===== config.mk =====
export PLATFORM = sky130hd
export DESIGN_NAME = fetch_pfq
export DESIGN_NICKNAME = d
export VERILOG_FILES = /design/src/rtl/fetch_pfq.sv
export SDC_FILE = /design/constraint.sdc
export NUM_CORES = 1
export LEC_CHECK = 0
export ABC_AREA = 1
export CORE_MARGIN = 2
export CORE_UTILIZATION = 50
export CTS_BUF_LIST = sky130_fd_sc_hd__clkbuf_4
export DETAILED_ROUTE_END_ITERATION = 8
export PLACE_DENSITY = 0.74
export SYNTH_ARGS = -nofsm -noshare
export SYNTH_HDL_FRONTEND = slang
export SYNTH_SLANG_ARGS = --single-unit

===== constraint.sdc =====
create_clock -name clk -period 5.16 [get_ports clk]
set_clock_uncertainty 0.15 [all_clocks]
set_input_delay 1.548 -clock clk [delete_from_list [all_inputs] [get_ports clk]]
set_output_delay 1.548 -clock clk [all_outputs]
set_load 0.05 [all_outputs]

===== src/rtl/fetch_pfq.sv =====
// fetch_pfq: instruction prefetch queue between the I-Port and decode.
// It issues sequential fetches ahead of the decoder and holds up to DEPTH
// instructions, each with its PC and error tags. A flush (redirect)
// discards the queue and any response that is still in flight.
// Optional feature: define FETCH_PFQ_BYPASS_EN so that a response arriving
// at an empty queue is presented on o_* in the same cycle it arrives.
module fetch_pfq #(
    parameter int                    ADDR_WIDTH = 32,
    parameter int                    DATA_WIDTH = 32,
    parameter int                    DEPTH      = 4,
    parameter logic [ADDR_WIDTH-1:0] RESET_ADDR = {ADDR_WIDTH{1'b0}},
    parameter int                    INSTR_SIZE = 4
) (
    input  logic                  clk,
    input  logic                  nrst,
    input  logic                  i_flush,
    input  logic [ADDR_WIDTH-1:0] i_flush_addr,
    output logic                  o_valid,
    input  logic                  i_ready,
    output logic [DATA_WIDTH-1:0] o_instr,
    output logic [ADDR_WIDTH-1:0] o_pc,
    output logic                  o_err_bus,
    output logic                  o_err_align,
    output logic [ADDR_WIDTH-1:0] o_IAddr,
    output logic                  o_IRdC,
    input  logic [DATA_WIDTH-1:0] i_IData,
    input  logic                  i_IRdy,
    input  logic                  i_IErr
);

    localparam int PTR_W = (DEPTH > 1) ? $clog2(DEPTH) : 1;
    localparam int CNT_W = PTR_W + 1;

    localparam logic [CNT_W-1:0]      DEPTH_C    = CNT_W'(DEPTH);
    localparam logic [CNT_W-1:0]      CNT_ZERO   = {CNT_W{1'b0}};
    localparam logic [PTR_W-1:0]      PTR_ZERO   = {PTR_W{1'b0}};
    localparam logic [PTR_W-1:0]      PTR_ONE    = PTR_W'(1'b1);
    localparam logic [ADDR_WIDTH-1:0] ADDR_ZERO  = {ADDR_WIDTH{1'b0}};
    localparam logic [DATA_WIDTH-1:0] DATA_ZERO  = {DATA_WIDTH{1'b0}};
    localparam logic [ADDR_WIDTH-1:0] INSTR_INC  = ADDR_WIDTH'(INSTR_SIZE);
    localparam logic [ADDR_WIDTH-1:0] ALIGN_MASK = ADDR_WIDTH'(INSTR_SIZE - 1);

    // FSM encoding
    localparam logic [1:0] ST_IDLE    = 2'd0;  // no request outstanding
    localparam logic [1:0] ST_REQ     = 2'd1;  // request outstanding, response kept
    localparam logic [1:0] ST_HALT    = 2'd2;  // error seen, wait for redirect
    localparam logic [1:0] ST_DISCARD = 2'd3;  // request outstanding, response dropped

    // An address is misaligned when any of its log2(INSTR_SIZE) low bits is set.
    function automatic logic misaligned_f(input logic [ADDR_WIDTH-1:0] addr);
        return ((addr & ALIGN_MASK) != ADDR_ZERO);
    endfunction

    // State
    logic [1:0]            state_r;
    logic [ADDR_WIDTH-1:0] fetch_pc_r;
    logic [CNT_W-1:0]      count_r;
    logic [PTR_W-1:0]      rd_ptr_r;
    logic [PTR_W-1:0]      wr_ptr_r;

    logic [DATA_WIDTH-1:0] data_mem_r  [DEPTH];
    logic [ADDR_WIDTH-1:0] pc_mem_r    [DEPTH];
    logic                  ebus_mem_r  [DEPTH];
    logic                  ealign_mem_r[DEPTH];

    // Next-state values
    logic [1:0]            state_nx_s;
    logic [ADDR_WIDTH-1:0] fetch_pc_nx_s;
    logic [ADDR_WIDTH-1:0] iaddr_nx_s;
    logic                  irdc_nx_s;

    // Push request and its payload
    logic                  push_s;
    logic [DATA_WIDTH-1:0] push_data_s;
    logic [ADDR_WIDTH-1:0] push_pc_s;
    logic                  push_ebus_s;
    logic                  push_ealign_s;

    logic                  resp_s;
    logic                  byp_s;
    logic                  byp_take_s;
    logic                  q_push_s;
    logic                  q_pop_s;
    logic [CNT_W-1:0]      count_after_s;
    logic                  space_s;
    logic [ADDR_WIDTH-1:0] next_pc_s;

    // A response completes in any cycle the outstanding command sees Rdy or Err.
    assign resp_s    = o_IRdC & (i_IRdy | i_IErr);
    assign next_pc_s = o_IAddr + INSTR_INC;

`ifdef FETCH_PFQ_BYPASS_EN
    // Kept data response arriving at an empty queue drives the head directly.
    assign byp_s = (state_r == ST_REQ) & o_IRdC & i_IRdy & ~i_IErr & ~i_flush
                 & (count_r == CNT_ZERO);
`else
    assign byp_s = 1'b0;
`endif
    assign byp_take_s = byp_s & i_ready;

    // A bypassed entry consumed the same cycle never enters the queue.
    assign q_push_s      = push_s & ~byp_take_s;
    assign q_pop_s       = (count_r != CNT_ZERO) & i_ready & ~i_flush;
    assign count_after_s = count_r + {{PTR_W{1'b0}}, q_push_s} - {{PTR_W{1'b0}}, q_pop_s};
    // A new request needs a free slot for its response after this cycle's push/pop.
    assign space_s       = (count_after_s < DEPTH_C);

    // Decode which entry (if any) is pushed this cycle.
    always_comb begin
        push_s        = 1'b0;
        push_data_s   = DATA_ZERO;
        push_pc_s     = ADDR_ZERO;
        push_ebus_s   = 1'b0;
        push_ealign_s = 1'b0;
        if (i_flush) begin
            push_s = 1'b0;
        end else begin
            case (state_r)
                ST_IDLE: begin
                    if (misaligned_f(fetch_pc_r)) begin
                        push_s        = 1'b1;
                        push_pc_s     = fetch_pc_r;
                        push_ealign_s = 1'b1;
                    end else begin
                        push_s = 1'b0;
                    end
                end
                ST_REQ: begin
                    if (resp_s) begin
                        push_s    = 1'b1;
                        push_pc_s = o_IAddr;
                        if (i_IErr) begin
                            push_ebus_s = 1'b1;
                        end else begin
                            push_data_s = i_IData;
                        end
                    end else begin
                        push_s = 1'b0;
                    end
                end
                default: begin
                    push_s = 1'b0;
                end
            endcase
        end
    end

    // Fetch FSM: next state, next fetch PC and next I-Port command.
    always_comb begin
        state_nx_s    = state_r;
        fetch_pc_nx_s = fetch_pc_r;
        iaddr_nx_s    = o_IAddr;
        irdc_nx_s     = o_IRdC;
        if (i_flush) begin
            fetch_pc_nx_s = i_flush_addr;
            if (o_IRdC && !resp_s) begin
                // Request still pending: hold the command, drop its response later.
                state_nx_s = ST_DISCARD;
            end else begin
                state_nx_s = ST_IDLE;
                irdc_nx_s  = 1'b0;
            end
        end else begin
            case (state_r)
                ST_IDLE: begin
                    if (misaligned_f(fetch_pc_r)) begin
                        state_nx_s = ST_HALT;
                    end else if (space_s) begin
                        irdc_nx_s  = 1'b1;
                        iaddr_nx_s = fetch_pc_r;
                        state_nx_s = ST_REQ;
                    end else begin
                        state_nx_s = ST_IDLE;
                    end
                end
                ST_REQ: begin
                    if (resp_s && i_IErr) begin
                        irdc_nx_s  = 1'b0;
                        state_nx_s = ST_HALT;
                    end else if (resp_s) begin
                        fetch_pc_nx_s = next_pc_s;
                        if (space_s && !misaligned_f(next_pc_s)) begin
                            // Back-to-back: one fetch per cycle from zero-wait memory.
                            iaddr_nx_s = next_pc_s;
                        end else begin
                            irdc_nx_s  = 1'b0;
                            state_nx_s = ST_IDLE;
                        end
                    end else begin
                        state_nx_s = ST_REQ;
                    end
                end
                ST_HALT: begin
                    state_nx_s = ST_HALT;
                end
                ST_DISCARD: begin
                    if (resp_s) begin
                        irdc_nx_s  = 1'b0;
                        state_nx_s = ST_IDLE;
                    end else begin
                        state_nx_s = ST_DISCARD;
                    end
                end
                default: begin
                    irdc_nx_s  = 1'b0;
                    state_nx_s = ST_IDLE;
                end
            endcase
        end
    end

    // FSM, fetch PC and registered I-Port command.
    always_ff @(posedge clk or negedge nrst) begin
        if (!nrst) begin
            state_r    <= ST_IDLE;
            fetch_pc_r <= RESET_ADDR;
            o_IAddr    <= RESET_ADDR;
            o_IRdC     <= 1'b0;
        end else begin
            state_r    <= state_nx_s;
            fetch_pc_r <= fetch_pc_nx_s;
            o_IAddr    <= iaddr_nx_s;
            o_IRdC     <= irdc_nx_s;
        end
    end

    // Circular entry store with wrap-around pointers and occupancy count.
    always_ff @(posedge clk or negedge nrst) begin
        if (!nrst) begin
            for (int i = 0; i < DEPTH; i++) begin
                data_mem_r[i]   <= DATA_ZERO;
                pc_mem_r[i]     <= ADDR_ZERO;
                ebus_mem_r[i]   <= 1'b0;
                ealign_mem_r[i] <= 1'b0;
            end
            rd_ptr_r <= PTR_ZERO;
            wr_ptr_r <= PTR_ZERO;
            count_r  <= CNT_ZERO;
        end else if (i_flush) begin
            rd_ptr_r <= PTR_ZERO;
            wr_ptr_r <= PTR_ZERO;
            count_r  <= CNT_ZERO;
        end else begin
            if (q_push_s) begin
                data_mem_r[wr_ptr_r]   <= push_data_s;
                pc_mem_r[wr_ptr_r]     <= push_pc_s;
                ebus_mem_r[wr_ptr_r]   <= push_ebus_s;
                ealign_mem_r[wr_ptr_r] <= push_ealign_s;
                wr_ptr_r               <= wr_ptr_r + PTR_ONE;
            end
            if (q_pop_s) begin
                rd_ptr_r <= rd_ptr_r + PTR_ONE;
            end
            count_r <= count_after_s;
        end
    end

    // Head presentation; all head fields read as zero when nothing is valid.
    always_comb begin
        o_valid     = 1'b0;
        o_instr     = DATA_ZERO;
        o_pc        = ADDR_ZERO;
        o_err_bus   = 1'b0;
        o_err_align = 1'b0;
        if (byp_s) begin
            o_valid = 1'b1;
            o_instr = i_IData;
            o_pc    = o_IAddr;
        end else if (count_r != CNT_ZERO) begin
            o_valid     = 1'b1;
            o_instr     = data_mem_r[rd_ptr_r];
            o_pc        = pc_mem_r[rd_ptr_r];
            o_err_bus   = ebus_mem_r[rd_ptr_r];
            o_err_align = ealign_mem_r[rd_ptr_r];
        end else begin
            o_valid = 1'b0;
        end
    end

endmodule

-- Yosys cells after proc, flatten, opt, wreduce, memory -nomap -nowiden
Cells that the tools add are included.
- flip-flop bits (word level): 338
- output and inout bits: 100
- word-level logic and storage cells: 151
- $add $sub $neg: 5
- $lt $le $gt $ge: 4
- eq/ne operators: 16
- mux-type cells: 76
- bitwise operators: 7
- reductions and logical operators: 20
- operators by type and width (operator ; count):
    $mux W32 ; 23
    $bwmux W128 ; 2
    $bmux W32 S2 ; 2
    $pmux W32 S2 ; 2
    $demux W32 S2 ; 1
    $reduce_bool A32 Y1 ; 2
    $add A32 B3 Y32 const B ; 1
    $mux W1 ; 26
    $mux W2 ; 11
    $ne A2 B2 Y1 const B ; 7
    $reduce_and A7 Y1 ; 2
    $reduce_bool A2 Y1 ; 5
    $ne A3 B3 Y1 const B ; 3
    $bwmux W4 ; 2
    $ne A4 B4 Y1 const B ; 2
    $pmux W2 S4 ; 1
    $ge A3 B3 Y1 const B ; 2
    $not A2 Y3 ; 2
    $ne A5 B5 Y1 const B ; 1
    $add A2 B1 Y2 const B ; 2
    $bmux W1 S2 ; 2
    $eq A2 B2 Y1 const B ; 2
    $logic_and A1 B1 Y1 ; 4
    $reduce_bool A4 Y1 ; 1
    other kinds (17) ; 20

-- Depth between registers and ports, before layout
- depth after elaboration: 14
- gate-level depth with buffers: 21
- gate-level depth less buffers: 20

-- Worst setup path after synthesis
Ideal clock, no wire load.
- kind: input port to flip-flop
- start: input port i_flush
- end: register o_IAddr[26]
- library setup time: 118 ps
- data arrival time: 3917 ps
- required time: 4892 ps
- path slack: 975 ps
- stages: 17
- buffers on the path: 3
- cells stage by stage: clkbuf_1 buf_1 nor2_1 ha_1 inv_1 ha_1 inv_1 fa_1 inv_1 nand3_1 nand3_1 nand3_1 nor2_4 inv_2 buf_2 nand2_1 nand2_1
- cells in the longest elaborated chain, start to end: 7
- elaborated cells between the ends (all ways): 10
- those cells by class: add/sub (2); order compare (1); eq/ne (2); mux (1); bitwise (2); reduce/logical (2)
- RTL lines (element ; RTL line ; source):
    start, declared ; 16 ; input logic i_flush,
    $mux W1 or $not A1 Y1 (tied branches) ; -- ;
    $add A3 B1 Y3 or $and A1 B1 Y1 (tied branches) ; 104, 103 ;
    $sub A3 B1 Y3 ; 104 ; assign count_after_s = count_r + {{PTR_W{1'b0}}, q_push_s} - {{PTR_W{1'b0}}, q_pop_s};
    $lt A3 B3 Y1 ; 106 ; assign space_s = (count_after_s < DEPTH_C);
    $logic_and A1 B1 Y1 ; 182 ; if (space_s && !misaligned_f(next_pc_s)) begin
    $ne A2 B2 Y1 (no line) ; -- ;
    $reduce_and A7 Y1 (no line) (*) ; -- ;
    end signal, assigned ; 222 ; o_IAddr <= iaddr_nx_s;
    end, declared ; 24 ; output logic [ADDR_WIDTH-1:0] o_IAddr,
Mark *: on every way between the ends. The rest lies on a longest branch, timed or not.
A chain may end at the register's enable or synchronous reset.

-- Worst setup path after layout
- start: register rd_ptr_r[0]
- end: output port o_err_bus
- cells in the longest elaborated chain, start to end: 5
- RTL lines (element ; RTL line ; source):
    start, declared ; 58 ; logic [PTR_W-1:0] rd_ptr_r;
    start signal, assigned ; 252 ; rd_ptr_r <= rd_ptr_r + PTR_ONE;
    $not A2 Y3 (implied by the code) ; 273 ; o_err_bus = ebus_mem_r[rd_ptr_r];
    $bmux W1 S2 ; 273 ;
    $mux W1 (implied by the code) (2 in a row) ; 273 ;
    $mux W1 ; 269 ; end else if (count_r != CNT_ZERO) begin
    end, declared ; 22 ; output logic o_err_bus,
Every way passes these cells. The select of a mux whose other input is x is not followed.

==> flow_summary_export.csv <==
group,metric,value,unit
timing,worst_pin_slew,937,ps
routing,antenna_left,0,
clock_tree,hold_buffers,0,
routing,drc_errors,0,
finish,final_cell_mix,"nand2_1 (618), o21ai_0 (359), dfrtp_1 (336), nor2_1 (313), clkbuf_4 (131)",
global_route,grt_pass1_vias,15400,
global_route,overflow,0,
floorplanning,io_pins,170,
worst_setup_path,arrival,3100,ps
synth,yosysSeqAreaShare,50.9,%
synth,syn-cell-area,0.0166,mm²
floorplanning,core_area,0.0326,mm²
global_route,grt.total_usage,27.0,%
routing,initialDrtViolationCount,1500,
timing,fin_setup_tns,0,ps
status,outcome,"finished, final reports clean",
power_and_ir_drop,powerDensity,514,mW/mm²
worst_hold_path,hold_path.class,"flip-flop to flip-flop",
clock_tree,cts_resized,0,
worst_setup_path,cp.required,3460,ps
place,port-buffer-count,169,
synth,yosysWarnings,0,
synth,synth_edf_count,0,
place,placed_cell_area,0.0192,mm²
clock_tree,clock-sinks,338,
power_and_ir_drop,power_frac_seq,33.3,%
worst_setup_path,crit_path_start_kind,"flip-flop",
clock_tree,h-tree-depth,3,
place,gp_congestion,0.944,
floorplanning,std_cell_rows,66,
timing,slew_headroom,37.5,%
finish,final_common_cell,"nand2_1",
place,hpwl,29000,µm
clock_tree,cts_made_buffers,90,
clock_tree,root_buffer,"clkbuf_4",
timing,period_share,92.9,%
synth,syn-num-nets,2257,
global_route,antenna_found_initial,2,
power_and_ir_drop,p_clk_share,23.1,%
synth,syn_inst,2179,
clock_tree,cts_setup_buffers,0,
clock_tree,clk_path_buf_depth,3,
synth,synth_seq_cells,338,
timing,period_needed,4790,ps
finish,area_growth,22.3,%
routing,routed_wl,46900,µm
synth,yosysUniqueCellTypes,28,
timing,drv_slew,0,
worst_setup_path,worstSetupEndpointType,"output port",
worst_setup_path,cp_cell_sequence,"inv_2 > buf_12 > a21oi_1 > o21ai_0 > a21oi_1 > buf_12",
routing,routed_via_density,5.50,
worst_setup_path,cp_slowest_stage_delay,920,ps
synth,synth_ff_type,"dfrtp_1",
floorplanning,die_area,0.0347,mm²
power_and_ir_drop,comb_power_share,43.7,%
power_and_ir_drop,power.leakage,8.99,nW
finish,drive_gt1_share,10.7,%
clock_tree,clkLatencyLatePin,720,ps
power_and_ir_drop,p_int,5.94,mW
global_route,grt_pass1_wl,77400,µm
synth,syn_area_per_cell,7.63,µm²
clock_tree,cts_tree,"yes",
timing,rsz0062_at_grt,"no",
worst_setup_path,critPathMaxFanout,85,
power_and_ir_drop,p_sw_share,43.2,%
timing,hold_viol,0,
routing,routedWlPerCell,16.5,µm
global_route,grt_max_degree,132,
worst_setup_path,crit_slowest_cell,"dfrtp_4",
synth,async_flop_share,100,%
floorplanning,start_util,51.0,%
timing,clock.fmax,0.209,GHz
finish,nets,2409,
floorplanning,die_h,186,µm
routing,first_pass_iters,5,
finish,final_area,0.0203,mm²
timing,setup_violations,0,
routing,vias,15600,
power_and_ir_drop,ir_worst_vdd,0.375,mV
floorplanning,die_x,186,µm
flow_run,maxCapViolations,0,
power_and_ir_drop,p_sw,4.52,mW
worst_setup_path,crit_type,"flip-flop to output port",
timing,whs,319,ps
clock_tree,clk_pin_slew,70,ps
## per-stage QoR
stage	utilization, %	worst slack [ps]	power (mW)	instances
after floorplan	-	975	6.26	2179
after global placement	58.8	393	7.96	2681
after detailed placement	58.8	263	8.04	2681
after CTS	62.4	347	10.5	2838
after global routing	62.4	164	11.1	2840
final	62.4	365	10.5	2840
## cell type report
class                      instances  area (µm²)
fill                            2886       12300
sequential                       338        8460
multi-input combinational       1597        7060
timing repair buffer             200        2700
clock buffer                     131         983
tap                              442         553
inverter                         104         394
clock inverter                    26         183
antenna                            2        5.00
## registers in the layout, summed over array words and instances (netlist names)
register	flops
ebus_mem_r	4
rd_ptr_r	2
state_r	2
count_r	3
wr_ptr_r	2
ealign_mem_r	4
o_IRdC	1
data_mem_r	128
fetch_pc_r	32
o_IAddr	32
pc_mem_r	128
## power by group through the flow
stage	combinational, mW	sequential (mW)	clock (mW)
global route	4.92	3.53	2.62
global placement	4.47	3.50	0
detailed placement	4.54	3.51	0
CTS	4.55	3.47	2.46
finish	4.57	3.48	2.41
floorplan	2.55	3.71	0
## per-layer routing
metal	track usage (%)	wire length, µm	vias up
met2	43.0	21600	702
met1	36.9	20100	7384
met4	9.97	1340	0
met3	5.38	3880	104
li1	-	-	7435
met5	0	0	-
## synth_stat cells, types with 18 or more instances
cell type	instances	area share [%]
o21ai_0	359	11
a21oi_1	76	2.3
inv_1	96	2.2
buf_4	19	0.86
o22ai_1	31	1.2
o21ai_1	70	2.1
nand3_1	83	2.5
nor2_1	314	7.1
nand2_1	618	14
dfrtp_1	338	51
o211ai_1	18	0.81
clkbuf_1	78	1.8
## worst max-delay path, delay by kind of cell (launching register included)
kind | cells | cell delay (ps)
compound gates | 3 | 520
flops | 1 | 920
buf+inv | 3 | 870
## path summary, 6_finish.rpt
| check | from | end | slack, ps | cells after the start |
|---|---|---|---|---|
| min | ealign_mem_r[2]$_DFFE_PN0P_ | ealign_mem_r[2]$_DFFE_PN0P_ | 320 | 2 |
| max | rd_ptr_r[0]$_DFFE_PN0P_ | o_err_bus | 370 | 6 |
| max reg2reg | count_r[1]$_DFF_PN0_ | o_IAddr[21]$_DFFE_PN0P_ | 1420 | 19 |
| min in group asynchronous | nrst | data_mem_r[119]$_DFFE_PN0P_ | 700 | 1 |
| min reg2reg | ealign_mem_r[2]$_DFFE_PN0P_ | ealign_mem_r[2]$_DFFE_PN0P_ | 320 | 2 |
| max in group asynchronous | nrst | o_IAddr[31]$_DFFE_PN0P_ | 3020 | 2 |
## cells by family after synthesis
kind of cell / after synthesis / synth area share [%]
simple gates: 1026 / 24.0
compound gates: 559 / 17.4
flops: 338 / 50.9
buf+inv: 244 / 6.85
fa+ha+maj: 8 / 0.647
xor+xnor: 4 / 0.211
No activity file was read; power rests on OpenSTA's default activity.
